`src/rtl/nios_loader_pkg.sv`:
```
// Shared types and constants for the on-chip memory boot loader.
package nios_loader_pkg;

    localparam int DEPTH_DEF      = 2048;
    localparam int ADDR_W_DEF     = 11;
    localparam int BYTES_PER_WORD = 4;
    localparam int IDX_W          = $clog2(BYTES_PER_WORD);

    typedef enum logic [1:0] {
        ST_IDLE,
        ST_FILL,
        ST_WRITE,
        ST_DONE
    } state_e;

endpackage

```
`src/rtl/nios_loader_byte_packer.sv`:
```
// Little-endian byte-to-word packer: byte lane register, lane index and word-full flag.
module nios_loader_byte_packer
    import nios_loader_pkg::*;
(
    input  logic                          clk_i,
    input  logic                          rst_i,
    input  logic                          clr_i,
    input  logic                          en_i,
    input  logic [7:0]                    data_i,
    output logic [8*BYTES_PER_WORD-1:0]   word_o,
    output logic                          full_o
);

    logic [IDX_W-1:0]            idx_q;
    logic [8*BYTES_PER_WORD-1:0] word_q;

    // Asserted in the cycle the last lane of the word is being accepted.
    assign full_o = en_i && (idx_q == IDX_W'(BYTES_PER_WORD - 1));
    assign word_o = word_q;

    always_ff @(posedge clk_i or posedge rst_i) begin
        if (rst_i) begin
            idx_q  <= '0;
            word_q <= '0;
        end else if (clr_i) begin
            idx_q  <= '0;
        end else if (en_i) begin
            word_q[{idx_q, 3'b000} +: 8] <= data_i;
            idx_q                        <= idx_q + 1'b1;
        end
    end

endmodule

```
`src/rtl/nios_onchip_mem_loader.sv`:
```
// Boot-image loader: packs a byte stream into words and writes them from address 0.
// Optional macro LOADER_CHECKSUM_EN enables the additive checksum of written words.
module nios_onchip_mem_loader
    import nios_loader_pkg::*;
#(
    parameter int DEPTH  = DEPTH_DEF,
    parameter int ADDR_W = ADDR_W_DEF
) (
    input  logic              clk,
    input  logic              reset,
    input  logic              start,
    input  logic [11:0]       length,
    input  logic [7:0]        s_data,
    input  logic              s_valid,
    output logic              s_ready,
    output logic [ADDR_W-1:0] address,
    output logic [3:0]        byteenable,
    output logic              chipselect,
    output logic              write,
    output logic [31:0]       writedata,
    output logic              clken,
    output logic              busy,
    output logic              done,
    output logic              error,
    output logic [31:0]       checksum
);

    localparam logic [12:0] DEPTH_L = 13'(DEPTH);

    state_e            state_q;
    logic [ADDR_W:0]   wcnt_q, wcnt_d, len_q;
    logic [ADDR_W-1:0] addr_q;
    logic              s_ready_q, busy_q, wr_q, done_q, err_q;
    logic [31:0]       word;
    logic              accept, word_full, load_ok, clr;

    assign accept  = s_valid & s_ready_q;
    assign load_ok = (length != '0) && ({1'b0, length} <= DEPTH_L);
    assign clr     = start && (state_q == ST_IDLE || state_q == ST_DONE) && load_ok;
    assign wcnt_d  = wcnt_q + 1'b1;

    nios_loader_byte_packer u_packer (
        .clk_i  (clk),
        .rst_i  (reset),
        .clr_i  (clr),
        .en_i   (accept),
        .data_i (s_data),
        .word_o (word),
        .full_o (word_full)
    );

    always_ff @(posedge clk or posedge reset) begin
        if (reset) begin
            state_q   <= ST_IDLE;
            wcnt_q    <= '0;
            len_q     <= '0;
            addr_q    <= '0;
            s_ready_q <= 1'b0;
            busy_q    <= 1'b0;
            wr_q      <= 1'b0;
            done_q    <= 1'b0;
            err_q     <= 1'b0;
        end else begin
            case (state_q)
                ST_IDLE, ST_DONE: begin
                    if (start) begin
                        done_q <= 1'b0;
                        if (load_ok) begin
                            len_q     <= length[ADDR_W:0];
                            wcnt_q    <= '0;
                            err_q     <= 1'b0;
                            s_ready_q <= 1'b1;
                            busy_q    <= 1'b1;
                            state_q   <= ST_FILL;
                        end else begin
                            err_q   <= 1'b1;
                            state_q <= ST_DONE;
                        end
                    end
                end
                ST_FILL: begin
                    if (word_full) begin
                        s_ready_q <= 1'b0;
                        wr_q      <= 1'b1;
                        addr_q    <= wcnt_q[ADDR_W-1:0];
                        state_q   <= ST_WRITE;
                    end
                end
                ST_WRITE: begin
                    wr_q   <= 1'b0;
                    wcnt_q <= wcnt_d;
                    // Counter is one bit wider than the address so a full-depth load terminates.
                    if (wcnt_d == len_q) begin
                        busy_q  <= 1'b0;
                        done_q  <= 1'b1;
                        state_q <= ST_DONE;
                    end else begin
                        s_ready_q <= 1'b1;
                        state_q   <= ST_FILL;
                    end
                end
                default: state_q <= ST_IDLE;
            endcase
        end
    end

`ifdef LOADER_CHECKSUM_EN
    logic [31:0] sum_q;

    always_ff @(posedge clk or posedge reset) begin
        if (reset) begin
            sum_q <= '0;
        end else if (clr) begin
            sum_q <= '0;
        end else if (state_q == ST_WRITE) begin
            sum_q <= sum_q + word;
        end
    end

    assign checksum = sum_q;
`else
    assign checksum = '0;
`endif

    assign s_ready    = s_ready_q;
    assign address    = addr_q;
    assign byteenable = {4{wr_q}};
    assign chipselect = wr_q;
    assign write      = wr_q;
    assign writedata  = word;
    assign clken      = 1'b1;
    assign busy       = busy_q;
    assign done       = done_q;
    assign error      = err_q;

endmodule

```
`config.mk`:
```
export PLATFORM = sky130hd
export DESIGN_NAME = nios_onchip_mem_loader
export DESIGN_NICKNAME = d
export VERILOG_FILES = /design/src/rtl/nios_loader_pkg.sv /design/src/rtl/nios_loader_byte_packer.sv /design/src/rtl/nios_onchip_mem_loader.sv
export SDC_FILE = /design/constraint.sdc
export NUM_CORES = 1
export LEC_CHECK = 0
export ABC_AREA = 1
export CAP_MARGIN = 30
export CORE_ASPECT_RATIO = 1.2
export CORE_MARGIN = 3
export CORE_UTILIZATION = 40
export DETAILED_ROUTE_END_ITERATION = 8
export PLACE_DENSITY = 0.73
export SYNTH_ARGS = -nofsm -noshare
export SYNTH_HDL_FRONTEND = slang
export SYNTH_SLANG_ARGS = --single-unit
```
`constraint.sdc`:
```
create_clock -name clk -period 4.6 [get_ports clk]
set_clock_uncertainty 0.05 [all_clocks]
set_input_delay 1.38 -clock clk [delete_from_list [all_inputs] [get_ports clk]]
set_output_delay 1.38 -clock clk [all_outputs]
set_load 0.05 [all_outputs]
```
* Word level (Yosys, flattened, before mapping) *
Index checks and enable logic that the tools add are counted.

storage, ports and cells
  input bits = 24
  output and inout port bits = 86
  bits in registers = 76

operators by class
  reductions and logical operators = 21
  magnitude comparators = 1
  bitwise gates (word level) = 2
  add/sub/neg operators = 3
  mux-type cells = 24
  eq/ne operators = 10
  shift-type cells = 2

operators by type and width
  cell                    count
  $bwmux 32               1
  $shift 8x7->32 const A  1
  $shiftx 8x7->32         1
  $mux 12                 2
  $pmux 12 s2             1
  $add 12x1->12 const B   1
  $eq 12x12->1            1
  $le 12x12->1 const B    1
  $mux 2                  6
  $reduce_bool 12->1      1
  $reduce_and 2->1        5
  $mux 1                  9
  $reduce_and 3->1        3
  $ne 2x2->1 const B      4
  $reduce_and 4->1        2
  $neg 5->7               1
  $eq 2x2->1 const B      3
  $pmux 1 s2              3
  $pmux 2 s3              1
  $reduce_bool 2->1       3
  $logic_and 1x1->1       4
  $pmux 1 s3              1
  $add 2x1->2 const B     1
  $eq 2x1->1 const B      1
  6 further kinds         6

* Logic depth before layout (Yosys ltp) *
Gate-level depths: netlist of run 1.

  depth after elaboration = 6
  depth in mapped cells = 15
  depth with buffers taken out = 15

* By module *
From an unflattened synthesis of run 1, not the netlist that was laid out.

unflattened totals
  cells, all modules = 547
  area, all modules = 4251.6 um2

modules (own cells, without submodules)
  module                   cells an instance  area an instance (um2)  sequential area each (um2)  times used
  nios_onchip_mem_loader   359                2587.5                  1051.0                      1
  nios_loader_byte_packer  188                1664.1                  850.8                       1

* Worst setup path after synthesis of run 1 *
No wires, ideal clock.

  path kind = input-to-reg
  start = input length[7]
  end = register u_packer.word_q[0] (netlist: u_packer.word_o[0])
  arrival = 2.454 ns
  setup time = 0.121 ns
  path slack = 1.976 ns
  cell stages on the path = 10
  path through = inv_1 nand4_1 nor2_1 nand3_1 nand4_1 buf_6 nand3_2 clkbuf_1 o21ai_0 nand2_1

between the ends
  longest elaborated chain between the ends = 5

RTL lines
  what                                                line                           RTL
  from (decl)                                         nios_onchip_mem_loader.sv:12   input logic [11:0] length,
  $le 12x12->1 or $reduce_bool 12->1 (tied branches)  nios_onchip_mem_loader.sv:38   assign load_ok = (length != '0) && ({1'b0, length} <= DEPTH_L);
  $logic_and 1x1->1 (*)                               nios_onchip_mem_loader.sv:38
  $logic_and 1x1->1 (*)                               nios_onchip_mem_loader.sv:39   assign clr = start && (state_q == ST_IDLE || state_q == ST_DONE) && load_ok;
  $not 1->1 (no line) (*)                             -
  $reduce_and 2->1 (no line) (*)                      -
  to (signal, indexed assignment)                     nios_loader_byte_packer.sv:28  word_q[{idx_q, 3'b000} +: 8] <= data_i;
  to (decl)                                           nios_loader_byte_packer.sv:15  logic [8*BYTES_PER_WORD-1:0] word_q;

Mark *: on every way between the ends. The rest lies on a longest branch, timed or not.
A chain may end at the register's enable or synchronous reset.

* Worst setup path in the final report of run 1 *
  start = input length[8]
  end = register u_packer.word_q[10] (netlist: u_packer.word_o[10])

The elaborated chain is that of the path after synthesis.

==> run summary, run 1 <==
• complete, no violations — outcome
• 0.878 — weighted congestion reported at the end of routability-driven placement
• 0.0706 — layout cells sized above 1
• 0 — Routed Antenna Nets
• 689 — Placed Instances
• 4 — Pre-Repair DR Iteration Count
• 76 — # clock sinks
• 27.0% — layout overhead on the synthesized area
• 39 — total number of placement rows
• 0.465 — fraction of the yosys area taken by sequential cells
• 0.465 — Synth top area share
• 3,545 — number of global-route vias before repair
• 0 — final setup violation count
• 610 — Net count, final
• 0.0275 — adder and majority cell fraction of the synthesized area
• sky130_fd_sc_hd__dfrtp_1 — Top FF cell, synth
• done — Hold Crit Start
• sky130_fd_sc_hd__clkbuf_16 — root buf cell
• 14.7 um — routed length per placed instance
• 0.0981 — compound-cell area share of the yosys netlist
• sky130_fd_sc_hd__nand2_1 — cell with the most instances after synthesis
• 647 nW/um2 — Cell Pwr Density
• 30 — Distinct cells, synth
• simple AND/OR/NAND/NOR gates — dominant combinational cell family by area after synthesis
• 0 — number of setup buffers added after CTS
• 0 — Max-Cap Viols
• 0 — # diodes
• 3840 ps — arrival time worst endpoint
• 60 ps — clock slew seen by the registers of the worst setup and hold paths
• 0 — number of max-slew violations in the final report
• sky130_fd_sc_hd__dfrtp_1, sky130_fd_sc_hd__nand2_1, sky130_fd_sc_hd__o21ai_0, sky130_fd_sc_hd__buf_4, sky130_fd_sc_hd__nand3_1 — top cells by area in the synthesized netlist
• clkdlybuf4s50_1, nor3_1, nand3_1, nand4_1, nand3_2, nor2_2, nand3_1, nand2_1 — critical path cell sequence
• 0.788 — final cycle utilization of the critical path
• 330 ps — insertion delay of the later-clocked pin in the worst-skew pair
• 3,513 — via count
• 704 — non-filler instance count after layout
• 0 — sum of overflow across all layers after global routing
• 4.99 — Vias per Instance
• 76 — number of synthesized register bits
• 126 — initial drt markers
• 11,500 um2 — area of the die
• 0.269 — fraction of the mapped netlist area in simple logic gates
• 98.3 um — die outline width
• 0 — initial antenna violation count
• 600 ps — delay of the slowest cell on the worst path
• 0 — EDFF count, synth
• false — setup repair after global routing missed its margin
• 16,800 um — wire length of the first global-routing pass
• done — CTS tree
• 879 — total of fill cells in the finished design
• 4090 um2 — cell area after technology mapping
• 76 — total of buffers placed on input and output ports
• 0 — number of hold violations in the final report
• 652 ps — Place WS
• 0 ps — final setup TNS
• 39 — largest net degree at the start of global routing
• 8.10 um2 — post-synthesis area per instance
• input pin to flop — Worst Setup Path Type
• 3 — Clock H-tree levels
• 2 — CTS Buffer Depth
• 9760 um2 — area of the core
• input pin — element type at the critical path start
• 10,300 um — sum of routed wire length over all layers
• 4820 ps — CP required
• 0 — post-CTS resize count
• 9 — total CTS buffers
• 435 uV — peak supply drop
• sky130_fd_sc_hd__nand3_2 — master of the slowest instance on the critical path
• 0 — post-cts hold buffer count
• 1.00 — asr flop ratio synth
• 276 MHz — Peak Freq
• length[8] — Worst Setup SP
• 806 ps — Tightest Pin Transition
• 7670 um — Final HPWL DP
• 0.00550 — multiplexer share of the synthesized area
• 3630 ps — post-layout minimum cycle time
• 0 — number of synthesis warnings
• 0.459 — relative max-transition margin
• flop to flop — Min-Delay Path Class
• 117 um — height of the die
• sky130_fd_sc_hd__dfrtp_1 — cell type contributing the most total cell area after synthesis
• 0.419 — initial core utilization
• 975 ps — setup slack of the critical path after layout
• 110 — Top Ports
• 505 — Post-Syn Instances
• 2.51 nW — leakage power figure
• 0.183 — overall track demand over capacity in global routing
• sky130_fd_sc_hd__nand3_1 — Critical Path Most Common Cell
• 30 — maximum fanout encountered on the critical timing path
• u_packer.idx_q[0] — startpoint of the most critical register-to-register path
• 0 — DRC errors left
• flop — endpoint type of the worst setup path
• sky130_fd_sc_hd__nand2_1, sky130_fd_sc_hd__dfrtp_1, sky130_fd_sc_hd__o21ai_0 — list of most frequent post-synthesis cells
• 0.00214 — synthesized-area fraction occupied by xor and xnor cells
==> per-layer routing <==
metal	track usage	up-vias	wire, um
li1	-	1717	-
met1	0.206	1670	4120
met2	0.337	105	5400
met3	0.0373	21	533
met4	0.0820	0	272
met5	0	-	0
==> cells by family (layout without fill, tap and decap cells) <==
| logic type | count (synthesis) | after routing |
|---|---|---|
| other cells | 2 | 33 |
| buf+inv | 100 | 145 |
| fa+ha+maj | 9 | 9 |
| xor+xnor | 1 | 1 |
| simple gates | 238 | 238 |
| flops | 76 | 76 |
| compound gates | 77 | 77 |
| mux | 2 | 2 |
==> metrics by stage <==
| stage | total power, W | utilization | hold WS [ps] | cell area (um2) |
|---|---|---|---|---|
| 2_1_floorplan | 0.00207 | - | 416 | 4210 |
| 3_3_place_gp | 0.00246 | 0.492 | 416 | 4800 |
| 3_5_place_dp | 0.00249 | 0.494 | 416 | 4820 |
| 4_1_cts | 0.00338 | 0.533 | 429 | 5200 |
| 5_1_grt | 0.00355 | 0.533 | 448 | 5200 |
| 6_report | 0.00336 | 0.533 | 426 | 5200 |
==> path summary, 6_finish.rpt <==
kind	end	slack (ps)	depth (start not counted)
min in group asynchronous	len_q[2]	1290	2
max	u_packer.word_o[10]	970	8
min	done	430	2
max in group asynchronous	address[6]	2650	3
max reg2reg	u_packer.word_o[5]	2150	5
min reg2reg	done	430	2
==> placed cells by master (no fill, tap or decap), drive strengths merged <==
cell           Yosys  routed
clkdlybuf4s50      0      76
dfrtp             76      76
inv               47      47
clkinv             1       1
mux2               2       2
o21ai             65      65
nor2              31      31
o31ai              1       1
nand4             16      16
nor3               3       3
bufinv             0       4
a21oi              1       1
clkbuf             9      11
buf               43       6
xnor2              1       1
conb               2      33
o22ai              9       9
o21a               1       1
nand3             40      40
ha                 9       9
nand2            142     142
and2               1       1
nand3b             5       5
==> state kept, by name, summed over array words and instances (netlist names) <==
signal           cells
s_ready              1
u_packer.word_o     32
address             11
busy                 1
state_q              2
u_packer.idx_q       2
len_q               12
error                1
chipselect           1
done                 1
wcnt_q              12
==> report_power, final <==
part           internal (W)  switching (W)  total, W
Clock              0.000611       0.000265  0.000876
Sequential         0.000849       0.000140  0.000988
Combinational      0.000440        0.00106   0.00150
Total               0.00190        0.00146   0.00336
==> critical path, delay by kind of cell <==
family / cells / cell delay [ps]
buffers and inverters: 1 / 460
AND/OR/NAND/NOR: 7 / 1990
==> cell type report <==
cell class	instances	area, um2	share of cell area
Clock inverter	4	120	0.0231
Inverter	48	180	0.0347
Timing Repair Buffer	82	818	0.157
Sequential cell	76	1900	0.366
Clock buffer	11	253	0.0486
Multi-Input combinational cell	360	1770	0.341
Tap cell	123	154	0.0296
No activity file was read; power rests on OpenSTA's default activity.
==> run 2: changes to the inputs <==
==> constraint.sdc (replaced) <==
create_clock -name clk -period 3.7 [get_ports clk]
set_clock_uncertainty 0.05 [all_clocks]
set_input_delay 1.11 -clock clk [delete_from_list [all_inputs] [get_ports clk]]
set_output_delay 1.11 -clock clk [all_outputs]
set_load 0.05 [all_outputs]
==> run summary, run 2 (synthesis gave the netlist of run 1 again) <==
• complete, no violations — outcome
• 459 uV — peak supply drop, +5.6%
• 3860 ps — CP required, -960 ps
• 117 um — height of the die, unchanged
• 0 — number of hold violations in the final report, unchanged
• 5 — number of cells traversed by the worst register-to-register path, unchanged
• false — setup repair after global routing missed its margin
• 880 ps — setup slack of the critical path after layout, -94.6 ps
• sky130_fd_sc_hd__clkdlybuf4s50_1 — master of the slowest instance on the critical path
• 9760 um2 — area of the core, unchanged
• 424 ps — Post-Route Hold Slack, -1.90 ps
• sky130_fd_sc_hd__clkbuf_16 — root buf cell
• 2 — Worst Hold Path Cells, unchanged
• 891 — total of fill cells in the finished design, +1.4%
• 0.0655 — layout cells sized above 1, -0.00505
• 816 ps — Tightest Pin Transition, +9.94 ps
• 0 — initial antenna violation count, unchanged
• input pin — element type at the critical path start
• done — CTS tree
• 2820 ps — post-layout minimum cycle time
• 0.452 — relative max-transition margin, -0.00667
• 110 — Top Ports, unchanged
• u_packer.word_o[6] — worst reg2reg path endpoint
• 13.9 um — routed length per placed instance, -5.0%
• 320 ps — insertion delay of the later-clocked pin in the worst-skew pair, about the same
• buffers and inverters — kind of cell with the highest combined delay on the critical path
• 0.419 — initial core utilization, unchanged
• 2.48 nW — leakage power figure, -1.3%
• 450 ps — delay of the slowest cell on the worst path, -150 ps
• 3 — Clock H-tree levels, unchanged
• 3,519 — number of global-route vias before repair, -0.73%
• 0 — post-cts hold buffer count, unchanged
• 0.762 — final cycle utilization of the critical path
• 76 — # clock sinks, unchanged
• 0 — number of setup buffers added after CTS, unchanged
• 0.175 — overall track demand over capacity in global routing, -0.00854
• 4.96 — Vias per Instance, -0.57%
• 2 — Bufs and invs on worst path, +1
• clkdlybuf4s50_1, nor3_1, nand3_1, nand4_1, buf_4, mux2_2 — critical path cell sequence
• 25.6% — layout overhead on the synthesized area
• 0 — Max-Cap Viols, unchanged
• 7300 um — Final HPWL DP, -4.9%
• done — Hold EP
• flop to flop — Min-Delay Path Class
• 3,488 — via count, -0.71%
• 9800 um — sum of routed wire length over all layers, -5.1%
• 0.904 — weighted congestion reported at the end of routability-driven placement, +2.9%
• 552 ps — Place WS, -99.2 ps
• 0 — final setup violation count, unchanged
• 355 MHz — Peak Freq
• 39 — total number of placement rows, unchanged
• 1270 ps — setup slack of the most critical reg-to-reg path, -880 ps
• 60 ps — clock slew seen by the registers of the worst setup and hold paths, about the same
• 11,500 um2 — area of the die, unchanged
• length[8] — Worst Setup SP
• 2 — CTS Buffer Depth, unchanged
• flop — endpoint type of the worst setup path
• 5 — Pre-Repair DR Iteration Count, +1
• 0 — # diodes, unchanged
• done — Hold Crit Start
• 0 — Routed Antenna Nets, unchanged
• 24 — maximum fanout encountered on the critical timing path, -20%
• 98.3 um — die outline width, unchanged
• sky130_fd_sc_hd__nand2_1, sky130_fd_sc_hd__dfrtp_1, sky130_fd_sc_hd__clkdlybuf4s50_1 — most used cells in the layout excluding fill and tap cells
• 43 — largest net degree at the start of global routing, +10%
• 9 — total CTS buffers, unchanged
• 16,300 um — wire length of the first global-routing pass, -2.8%
• 103 — initial drt markers, -18%
• input pin to flop — Worst Setup Path Type
• u_packer.idx_q[0] — startpoint of the most critical register-to-register path
• 0.527 — utilization after layout, -0.00577
• sky130_fd_sc_hd__nand2_1 — most common cell after layout, fill and taps aside
• 76 — total of buffers placed on input and output ports, unchanged
• 32 — Largest register FFs, unchanged
• 0 — post-CTS resize count, unchanged
• 2980 ps — arrival time worst endpoint, -860 ps
• 0 — DRC errors left, unchanged
• 608 — Net count, final, -0.33%
• 0 ps — final setup TNS, unchanged
• 779 nW/um2 — Cell Pwr Density, +20%
• 0 — sum of overflow across all layers after global routing, unchanged
• 0 — number of max-slew violations in the final report, unchanged
-- run 2: cell types whose count changed in the layout (fill, tap and decap cells not counted), sizes merged --
cell      previous run  this run
buf                  6         4
clkinvlp             0         1
clkinv               1         2
bufinv               4         2
clkbuf              11        12
-- run 2: where the power goes --
| part | internal, W | switching (W) |
|---|---|---|
| Combinational | 0.000554 | 0.00129 |
| Clock | 0.000608 | 0.000320 |
| Sequential | 0.00106 | 0.000175 |
| Total | 0.00222 | 0.00179 |
-- run 2: area by class of cell --
cell class,instances,area (um2),share of cell area
Clock buffer,12,246,0.0479
Clock inverter,4,72.6,0.0141
Inverter,48,180,0.0350
Multi-Input combinational cell,360,1770,0.344
Sequential cell,76,1900,0.370
Tap cell,123,154,0.0299
Timing Repair Buffer,80,816,0.159
-- run 2: worst register-to-register path: cells and delay by family, from the launching register on --
| family | cells | cell delay (ps) |
|---|---|---|
| fa+ha+maj | 1 | 450 |
| buf+inv | 1 | 350 |
| flops | 1 | 550 |
| simple gates | 3 | 960 |
-- run 2: worst max-delay path by stage --
stage,to,cells past startpoint
2_1_floorplan,address[0],1
3_3_place_gp,len_q[9],6
3_5_place_dp,len_q[9],6
4_1_cts,len_q[9],6
5_1_grt,u_packer.word_o[29],10
6_report,len_q[9],6
-- run 2: stage by stage --
stage | std cells | power (W) | area (um2)
final | 703 | 0.00401 | 5140
after global routing | 703 | 0.00424 | 5140
after CTS | 703 | 0.00403 | 5140
after detailed placement | 687 | 0.00308 | 4820
after global placement | 687 | 0.00305 | 4820
after floorplan | 536 | 0.00258 | 4210
-- run 2: per-layer routing --
metal / up-vias / global-route usage / share of wire
li1: 1717 / - / -
met3: 14 / 0.0356 / 0.053
met4: 0 / 0.0519 / 0.015
met2: 116 / 0.323 / 0.52
met1: 1641 / 0.206 / 0.41
met5: - / 0 / 0
